`config.mk`:
```
export PLATFORM = sky130hd
export DESIGN_NAME = demux_frame_sequencer_flat
export DESIGN_NICKNAME = d
export VERILOG_FILES = /design/src/rtl/demux_seq_pkg.sv /design/src/rtl/demux_frame_sequencer_if.sv /design/src/rtl/bit_timer.sv /design/src/rtl/demux_frame_sequencer.sv /design/src/flat_wrapper.sv
export SDC_FILE = /design/constraint.sdc
export NUM_CORES = 1
export LEC_CHECK = 0
export CAP_MARGIN = 20
export CORE_AREA = 3 3 62 64
export CTS_CLUSTER_SIZE = 24
export DETAILED_ROUTE_END_ITERATION = 10
export DIE_AREA = 0 0 65 67
export PLACE_DENSITY = 0.8
export SYNTH_ARGS = -nofsm -noshare
export SYNTH_HDL_FRONTEND = slang
export SYNTH_SLANG_ARGS = --single-unit
```
`constraint.sdc`:
```
create_clock -name clk -period 2.18 [get_ports clk]
set_input_delay 0.545 -clock clk [delete_from_list [all_inputs] [get_ports clk]]
set_output_delay 0.545 -clock clk [all_outputs]
set_load 0.005 [all_outputs]
```
`src/rtl/demux_seq_pkg.sv`:
```
// Shared types and helpers for the framed serial driver that feeds the 1-to-4 demux.
package demux_seq_pkg;

   typedef enum logic [1:0] {
      IDLE  = 2'd0,
      START = 2'd1,
      DATA  = 2'd2,
      STOP  = 2'd3
   } seq_state_t;

   typedef logic [1:0] chan_t;

   // Cycles from start-bit onset to the end of the stop bit.
   function automatic int frame_cycles(input int data_w, input int bit_div);
      return (data_w + 2) * bit_div;
   endfunction

endpackage

```
`src/rtl/demux_frame_sequencer_if.sv`:
```
// Upstream byte handshake: a valid/ready transfer of one data word plus its destination channel.
interface demux_frame_sequencer_if #(
   parameter int DATA_W = 8
);
   import demux_seq_pkg::*;

   logic              in_valid;
   logic              in_ready;
   logic [DATA_W-1:0] in_data;
   chan_t             in_chan;

   modport master (
      output in_valid,
      output in_data,
      output in_chan,
      input  in_ready
   );

   modport slave (
      input  in_valid,
      input  in_data,
      input  in_chan,
      output in_ready
   );

endinterface

```
`src/rtl/bit_timer.sv`:
```
// Bit-period divider: tick marks the last cycle of each BIT_DIV-cycle period while run is high.
module bit_timer #(
   parameter int BIT_DIV = 4
) (
   input  logic clk,
   input  logic rst,
   input  logic run,
   output logic tick
);

   localparam int CNT_W = (BIT_DIV > 1) ? $clog2(BIT_DIV) : 1;

   logic [CNT_W-1:0] cnt_reg;
   logic [CNT_W-1:0] cnt_next;
   logic             at_end;

   assign at_end = (cnt_reg == CNT_W'(BIT_DIV - 1));
   assign tick   = run && at_end;

   // Holding at zero while stopped makes the first period after run rises a full one.
   always_comb begin
      cnt_next = cnt_reg;
      if (!run || at_end) begin
         cnt_next = '0;
      end else begin
         cnt_next = cnt_reg + 1'b1;
      end
   end

   always_ff @(posedge clk) begin
      if (rst) begin
         cnt_reg <= '0;
      end else begin
         cnt_reg <= cnt_next;
      end
   end

endmodule

```
`src/rtl/demux_frame_sequencer.sv`:
```
// Serialises channel-tagged bytes as start/data(LSB first)/stop frames on D, holding sel for the whole frame.
module demux_frame_sequencer
   import demux_seq_pkg::*;
#(
   parameter int DATA_W  = 8,
   parameter int BIT_DIV = 4
) (
   input  logic                      clk,
   input  logic                      rst,
   demux_frame_sequencer_if.slave    in_bus,
   output logic                      D,
   output chan_t                     sel,
   output logic                      busy,
   output logic                      frame_done
);

   localparam logic [1:0] S_IDLE  = IDLE;
   localparam logic [1:0] S_START = START;
   localparam logic [1:0] S_DATA  = DATA;
   localparam logic [1:0] S_STOP  = STOP;

   localparam int FRAME_LEN = frame_cycles(DATA_W, BIT_DIV);
   localparam int POS_W     = $clog2(FRAME_LEN);
   localparam int IDX_W     = $clog2(DATA_W + 1);

   logic [1:0]        state_reg,      state_next;
   logic [DATA_W-1:0] hold_data_reg,  hold_data_next;
   chan_t             hold_chan_reg,  hold_chan_next;
   logic              hold_full_reg,  hold_full_next;
   logic [DATA_W-1:0] shift_reg,      shift_next;
   logic [IDX_W-1:0]  idx_reg,        idx_next;
   logic [POS_W-1:0]  pos_reg,        pos_next;
   logic              d_reg,          d_next;
   chan_t             sel_reg,        sel_next;
   logic              busy_reg,       busy_next;
   logic              frame_done_reg, frame_done_next;

   logic              tick;
   logic              transfer;
   logic              load;
   logic              last_bit;
   logic [DATA_W-1:0] shift_dn;

   bit_timer #(
      .BIT_DIV (BIT_DIV)
   ) u_bit_timer (
      .clk  (clk),
      .rst  (rst),
      .run  (state_reg != S_IDLE),
      .tick (tick)
   );

   assign in_bus.in_ready = !hold_full_reg;

   assign transfer = in_bus.in_valid && !hold_full_reg;
   assign last_bit = (idx_reg == IDX_W'(DATA_W - 1));
   assign shift_dn = shift_reg >> 1;

   // A held byte starts a frame straight from IDLE, or chains onto the end of a stop bit.
   assign load = hold_full_reg &&
                 ((state_reg == S_IDLE) || ((state_reg == S_STOP) && tick));

   always_comb begin
      state_next     = state_reg;
      hold_data_next = hold_data_reg;
      hold_chan_next = hold_chan_reg;
      hold_full_next = hold_full_reg;
      shift_next     = shift_reg;
      idx_next       = idx_reg;
      pos_next       = pos_reg;
      d_next         = d_reg;
      sel_next       = sel_reg;

      if (transfer) begin
         hold_data_next = in_bus.in_data;
         hold_chan_next = in_bus.in_chan;
         hold_full_next = 1'b1;
      end

      if (state_reg != S_IDLE) begin
         pos_next = pos_reg + 1'b1;
      end

      case (state_reg)
         S_START: begin
            if (tick) begin
               state_next = S_DATA;
               idx_next   = '0;
               d_next     = shift_reg[0];
            end
         end
         S_DATA: begin
            if (tick) begin
               if (last_bit) begin
                  state_next = S_STOP;
                  d_next     = 1'b1;
               end else begin
                  shift_next = shift_dn;
                  idx_next   = idx_reg + 1'b1;
                  d_next     = shift_dn[0];
               end
            end
         end
         S_STOP: begin
            if (tick) begin
               state_next = S_IDLE;
               pos_next   = '0;
               d_next     = 1'b1;
            end
         end
         default: begin
            d_next = 1'b1;
         end
      endcase

      // Loading overrides the STOP exit so the next start bit follows with no idle gap.
      if (load) begin
         state_next     = S_START;
         shift_next     = hold_data_reg;
         sel_next       = hold_chan_reg;
         hold_full_next = 1'b0;
         pos_next       = '0;
         d_next         = 1'b0;
      end

      busy_next       = (state_next != S_IDLE);
      // Registered one cycle early so the pulse lands on the final stop-bit cycle.
      frame_done_next = (state_reg != S_IDLE) && (pos_reg == POS_W'(FRAME_LEN - 2));
   end

   always_ff @(posedge clk) begin
      if (rst) begin
         state_reg      <= S_IDLE;
         hold_data_reg  <= '0;
         hold_chan_reg  <= '0;
         hold_full_reg  <= 1'b0;
         shift_reg      <= '0;
         idx_reg        <= '0;
         pos_reg        <= '0;
         d_reg          <= 1'b1;
         sel_reg        <= '0;
         busy_reg       <= 1'b0;
         frame_done_reg <= 1'b0;
      end else begin
         state_reg      <= state_next;
         hold_data_reg  <= hold_data_next;
         hold_chan_reg  <= hold_chan_next;
         hold_full_reg  <= hold_full_next;
         shift_reg      <= shift_next;
         idx_reg        <= idx_next;
         pos_reg        <= pos_next;
         d_reg          <= d_next;
         sel_reg        <= sel_next;
         busy_reg       <= busy_next;
         frame_done_reg <= frame_done_next;
      end
   end

   assign D          = d_reg;
   assign sel        = sel_reg;
   assign busy       = busy_reg;
   assign frame_done = frame_done_reg;

endmodule

```
`src/flat_wrapper.sv`:
```
// flat-port wrapper written by rule: the top's interface ports become plain ports
module demux_frame_sequencer_flat import demux_seq_pkg::*;
#(
   parameter int DATA_W  = 8,
   parameter int BIT_DIV = 4
)
  (clk, rst, D, sel, busy, frame_done, in_bus_in_valid, in_bus_in_data, in_bus_in_chan, in_bus_in_ready);
  demux_frame_sequencer_if #(.DATA_W(DATA_W)) in_bus_i ();
  input  logic clk;
  input  logic rst;
  output logic D;
  output chan_t sel;
  output logic busy;
  output logic frame_done;
  input wire logic [$bits(in_bus_i.in_valid)-1:0] in_bus_in_valid;
  input wire logic [$bits(in_bus_i.in_data)-1:0] in_bus_in_data;
  input wire logic [$bits(in_bus_i.in_chan)-1:0] in_bus_in_chan;
  output wire logic [$bits(in_bus_i.in_ready)-1:0] in_bus_in_ready;
  assign in_bus_i.in_valid = in_bus_in_valid;
  assign in_bus_i.in_data = in_bus_in_data;
  assign in_bus_i.in_chan = in_bus_in_chan;
  assign in_bus_in_ready = in_bus_i.in_ready;
  demux_frame_sequencer #(.DATA_W(DATA_W), .BIT_DIV(BIT_DIV)) u_core (.clk(clk), .rst(rst), .in_bus(in_bus_i), .D(D), .sel(sel), .busy(busy), .frame_done(frame_done));
endmodule
```
==> impl_metrics.csv, run 1 <==
group,metric,value,unit
global_route,grt_max_degree,26,
logic_synthesis,avgSynthCellArea,9.01,sq um
routing,num_vias,1401,
floorplan,die_y,67,um
run,drv_cap,0,
floorplan,core-area,0.00334,sq mm
worst_setup_path,worstPathRequired,2.38,ns
floorplan,initial_utilization,54.0,%
min_path,hp-class,"reg2reg",
logic_synthesis,synth.distinct_cells,44,
place,hpwl,2.29,mm
logic_synthesis,yosysSeqAreaShare,42.2,%
place,numPortBuffers,18,
sta,setup_viol,0,
logic_synthesis,ys.flop_type,"dfxtp_1",
finish,antenna_cells,0,
worst_setup_path,critPathTopFamily,"flip-flops",
global_route,grt_pass1_wl,5.64,mm
floorplan,rows,21,
cts,post_cts_resize_count,0,
routing,drt-vias-per-instance,5.31,
sta,max_freq,0.502,GHz
routing,wl_per_cell,12.3,um
logic_synthesis,ys_async_sr_fraction,0,%
global_route,grt_pass1_vias,1276,
sta,slew_headroom,71.8,%
logic_synthesis,synth_area_leaders,"dfxtp_1 42%, ha_1 7.6%, nand2_1 6.0%",
worst_setup_path,endpoint_kind,"flip-flop",
sta,skew,0.0107,ns
cts,ctsHoldBuffers,0,
routing,drtIter0Drc,74,
logic_synthesis,synth_edf_count,0,
logic_synthesis,yosysTopAreaCellShare,42.2,%
cts,clockBufferDepth,2,
power,power_density,623,mW/mm^2
worst_setup_path,critical_path_buf_inv_count,1,
sta,grt_setup_unrepaired,"no",
cts,clk_latency,0.34,ns
run_status,status,"finished, final reports clean",
sta,finalMaxSlewViolations,0,
finish,area_delta_synth_final,14.9,%
sta,tightest_slew,0.413,ns
logic_synthesis,synth_area,0.00180,sq mm
floorplan,fp.dieW,65,um
logic_synthesis,synth_area_leader_cell,"dfxtp_1",
worst_setup_path,crit_arrival,2.20,ns
cts,cts_tree,"built",
cts,htree_levels,2,
power,ir_drop,0.391,mV
logic_synthesis,yosysWarnings,0,
place,gp_congestion,0.857,
routing,firstDrtPassIters,4,
sta,post-route-period-util,91.4,%
worst_setup_path,critPathKind,"reg2reg",
logic_synthesis,synth_cells,200,
routing,route.detailed.drc,0,
finish,final_nets,243,
global_route,grt_usage,16.7,%
logic_synthesis,synth_top_cells_by_count,"38 x dfxtp_1, 29 x nand2_1, 20 x nor2_1, 17 x a21oi_1, 11 x ha_1",
sta,holdWs,0.456,ns
power,power.leakage,0.757,nW
cts,root_buffer,"clkbuf_4",
logic_synthesis,synth_fp_nets,224,
worst_setup_path,crit_path_cell_trace,"inv_1 -> ha_1 -> and4b_1 -> nand3_1 -> xor2_1 -> a2111oi_0",
cts,clock-sinks,38,
sta,period_minus_slack,1.99,ns
global_route,antenna_found_initial,0,
logic_synthesis,yosysMostFrequentCell,"dfxtp_1",
worst_setup_path,startpoint_type,"flip-flop",
logic_synthesis,ys_seq_elements,38,
worst_setup_path,slowest_delay,0.43,ns
worst_setup_path,crit_path_top_delay_cell,"dfxtp_1",
routing,wl,3.26,mm
finish,drive_above_1_share,8.26,%
sta,setup_tns,0,ns
power,finalPower,1.29,mW
global_route,overflow,0,
worst_setup_path,path_max_fanout,10,
cts,numCtsBuffers,5,
floorplan,dieArea,0.00436,sq mm
cts,clk_pin_slew_worst_paths,0.11,ns
floorplan,ioPinCount,19,
routing,ant_nets,0,
sta,final_hold_viol_count,0,
cts,cts_setup_buffers,0,
routing by layer:
metal	vias up	GRT usage [%]	wire [um]
li1	736	-	-
met1	634	20.0	1580
met2	26	27.1	1480
met3	5	5.73	142
met4	0	7.12	56
met5	-	0	0
cell usage in the layout (no fill, tap or decap), types with 5 or more instances in the layout:
cell type,netlist,layout
dfxtp_1,38,38
nand2_1,29,29
nor2_1,20,20
clkdlybuf4s50_1,0,18
a21oi_1,17,17
ha_1,11,11
mux2i_1,8,8
a211oi_1,8,8
o21ai_0,6,6
nor2b_1,5,5
clkbuf_4,0,5
buf_4,2,5
power by group:
part           switching, mW  internal, mW  leakage [nW]
clock                  0.210         0.145        0.0302
sequential            0.0253         0.731         0.310
combinational         0.0886        0.0902         0.417
total                  0.324         0.967         0.757
stage by stage:
step           std cells  instance area, sq um  utilization, %  setup slack (ns)
2_1_floorplan        200                  1800               -             0.473
3_3_place_gp         258                  2020            60.5             0.232
3_5_place_dp         258                  2020            60.5             0.205
4_1_cts              264                  2070            62.0             0.187
5_1_grt              264                  2070            62.0           0.00506
6_report             264                  2070            62.0             0.187
layout make-up:
type / count / area (sq um)
clock buffers: 6 / 51.3
fillers: 300 / 1270
inverters: 4 / 15.0
multi-input cells: 147 / 967
flip-flops and latches: 38 / 761
well taps: 46 / 57.6
repair buffers: 23 / 218
kinds of logic after synthesis:
group	synth area share [%]
compound gates	16.0
xor+xnor	2.43
fa+ha+maj	7.64
buf+inv	4.10
flops	42.2
mux	4.44
simple gates	23.1
worst paths after layout:
check	startpoint	to	slack, ns	depth (start not counted)
worst min-delay path	u_core.u_bit_timer.cnt_reg[0]	u_core.u_bit_timer.cnt_reg[0]	0.46	1
worst min register to register	u_core.u_bit_timer.cnt_reg[0]	u_core.u_bit_timer.cnt_reg[0]	0.46	1
worst max register to register	u_core.state_reg[0]	u_core.pos_reg[5]	0.19	6
worst max-delay path	u_core.state_reg[0]	u_core.pos_reg[5]	0.19	6
Power figures use the tool's default switching activity.
==> run 2: changes to the inputs <==
- CTS_CLUSTER_SIZE: 24 -> 20
- SETUP_SLACK_MARGIN: not set -> 0.3
==> run 2 against run 1 <==
Effect of this change: non-clock buffer count is 2 higher; flip-flop and latch count unchanged; routed wire length increased by 2.8%; clock power about the same; combinational power rose by 9%; register-to-register slack better by 0.20 ns; first-iteration DRC count rose by 19%; clock skew is 0.0013 ns lower; critical path type unchanged; critical endpoint is now u_core.pos_reg[4]; largest cell class unchanged; largest power group unchanged; highest routed layer unchanged.
==> impl_metrics.csv, run 2 (same netlist as run 1, synthesis figures left out) <==
group,metric,value,unit
routing,route.detailed.drc,0,
cts,clockBufferDepth,2,
min_path,hold-path-endpoint,"u_core.u_bit_timer.cnt_reg[0]",
global_route,overflow,0,
cts,clock-sinks,38,
sta,finalMaxSlewViolations,0,
cts,numCtsBuffers,5,
worst_setup_path,critical_path_buf_inv_count,1,
worst_setup_path,r2r_cells,6,
worst_setup_path,crit_path_top_delay_cell,"dfxtp_2",
global_route,grt_usage,16.8,%
min_path,hp-class,"reg2reg",
run_status,status,"finished, final reports clean",
min_path,hold_start,"u_core.u_bit_timer.cnt_reg[0]",
cts,root_buffer,"clkbuf_4",
worst_setup_path,critPathKind,"reg2reg",
power,ir_drop,0.392,mV
routing,drtIter0Drc,88,
sta,post-route-period-util,82.1,%
worst_setup_path,crit_arrival,2.07,ns
global_route,grt_pass1_wl,5.67,mm
worst_setup_path,crit_path_cell_trace,"inv_1 -> ha_2 -> and3b_4 -> o21a_4 -> or3_4 -> nor2_1",
worst_setup_path,slowest_delay,0.36,ns
routing,wl_per_cell,12.6,um
sta,setup_tns,0,ns
sta,final_hold_viol_count,0,
finish,area_delta_synth_final,18.5,%
place,gp_congestion,0.857,
routing,num_vias,1407,
sta,period_minus_slack,1.79,ns
sta,skew,0.00934,ns
routing,drt-vias-per-instance,5.29,
sta,tightest_slew,0.421,ns
finish,drive_above_1_share,14.1,%
floorplan,die_y,67,um
sta,slew_headroom,71.9,%
run,drv_cap,0,
place,numPortBuffers,18,
worst_setup_path,r2r_start,"u_core.state_reg[0]",
sta,grt_setup_unrepaired,"yes",
finish,fin_cells,266,
finish,mostFrequentLayoutCell,"dfxtp_1",
worst_setup_path,path_max_fanout,10,
place,place_inst,258,
routing,firstDrtPassIters,4,
cts,htree_levels,2,
worst_setup_path,endpoint_kind,"flip-flop",
floorplan,core-area,0.00334,sq mm
floorplan,dieArea,0.00436,sq mm
finish,layout_common_cells,"35 x dfxtp_1, 29 x nand2_1, 20 x nor2_1, 17 x a21oi_1, 17 x clkdlybuf4s50_1",
global_route,grt_pass1_vias,1288,
cts,clk_pin_slew_worst_paths,0.11,ns
routing,wl,3.35,mm
power,finalPower,1.31,mW
routing,ant_nets,0,
sta,setup_viol,0,
power,power_density,613,mW/mm^2
sta,max_freq,0.558,GHz
power,power.leakage,0.778,nW
worst_setup_path,worstPathRequired,2.46,ns
worst_setup_path,timing.rr.end,"u_core.pos_reg[4]",
floorplan,fp.dieW,65,um
worst_setup_path,r2r_slack,0.39,ns
global_route,antenna_found_initial,0,
min_path,hold_depth,1,
global_route,grt_max_degree,26,
cts,cts_tree,"built",
worst_setup_path,startpoint_type,"flip-flop",
worst_setup_path,crit_start,"u_core.state_reg[0]",
worst_setup_path,critPathTopFamily,"simple AND/OR/NAND/NOR gates",
floorplan,ioPinCount,19,
place,hpwl,2.29,mm
floorplan,rows,21,
cts,clk_latency,0.34,ns
finish,antenna_cells,0,
floorplan,initial_utilization,54.0,%
finish,final_nets,245,
run 2: cell count changes in the layout (fill, tap and decap cells not counted), sizes merged:
cell	previous run	this run
clkdlybuf4s50	18	17
buf	5	7
dlymetal6s2s	0	1
run 2: metal layers:
metal | GRT usage [%] | part of all wire [%] | vias to the layer above
met5 | 0 | 0 | -
met4 | 7.12 | 1.7 | 0
met3 | 5.73 | 4.0 | 5
met2 | 27.5 | 46 | 26
met1 | 20.0 | 48 | 634
li1 | - | - | 742
run 2: final cells by class:
type / instances / area (sq um)
multi-input cells: 147 / 996
clock buffers: 6 / 51.3
flip-flops and latches: 38 / 767
well taps: 46 / 57.6
fillers: 285 / 1200
inverters: 4 / 15.0
repair buffers: 25 / 248
run 2: worst max-delay path by stage:
| stage | to | cells past startpoint |
|---|---|---|
| finish | u_core.pos_reg[4] | 6 |
| global route | u_core.pos_reg[5] | 6 |
| CTS | u_core.pos_reg[5] | 6 |
| detailed placement | u_core.pos_reg[5] | 6 |
| global placement | u_core.pos_reg[5] | 6 |
| floorplan | u_core.shift_reg[3] | 8 |
run 2: metrics by stage:
| stage | instance area [sq um] | setup slack [ns] | utilization, % | hold WS, ns |
|---|---|---|---|---|
| 6_report | 2130 | 0.389 | 64.0 | 0.456 |
| 3_5_place_dp | 2020 | 0.205 | 60.5 | 0.442 |
| 4_1_cts | 2070 | 0.284 | 62.1 | 0.460 |
| 5_1_grt | 2130 | 0.244 | 64.0 | 0.486 |
| 2_1_floorplan | 1800 | 0.473 | - | 0.405 |
| 3_3_place_gp | 2020 | 0.232 | 60.5 | 0.423 |
run 2: report_power, final:
part           switching (mW)  total (mW)  internal (mW)
Sequential             0.0242       0.756          0.732
Clock                   0.212       0.357          0.145
Combinational          0.0946       0.195          0.101
Total                   0.331        1.31          0.977
run 2: timing repair:
item,CTS,global route
cloned,0,0
pin swaps,0,1
gates resized for setup,3,11
hold buffers,0,0
endpoints found under the setup margin,3,22
buffers inserted,0,2
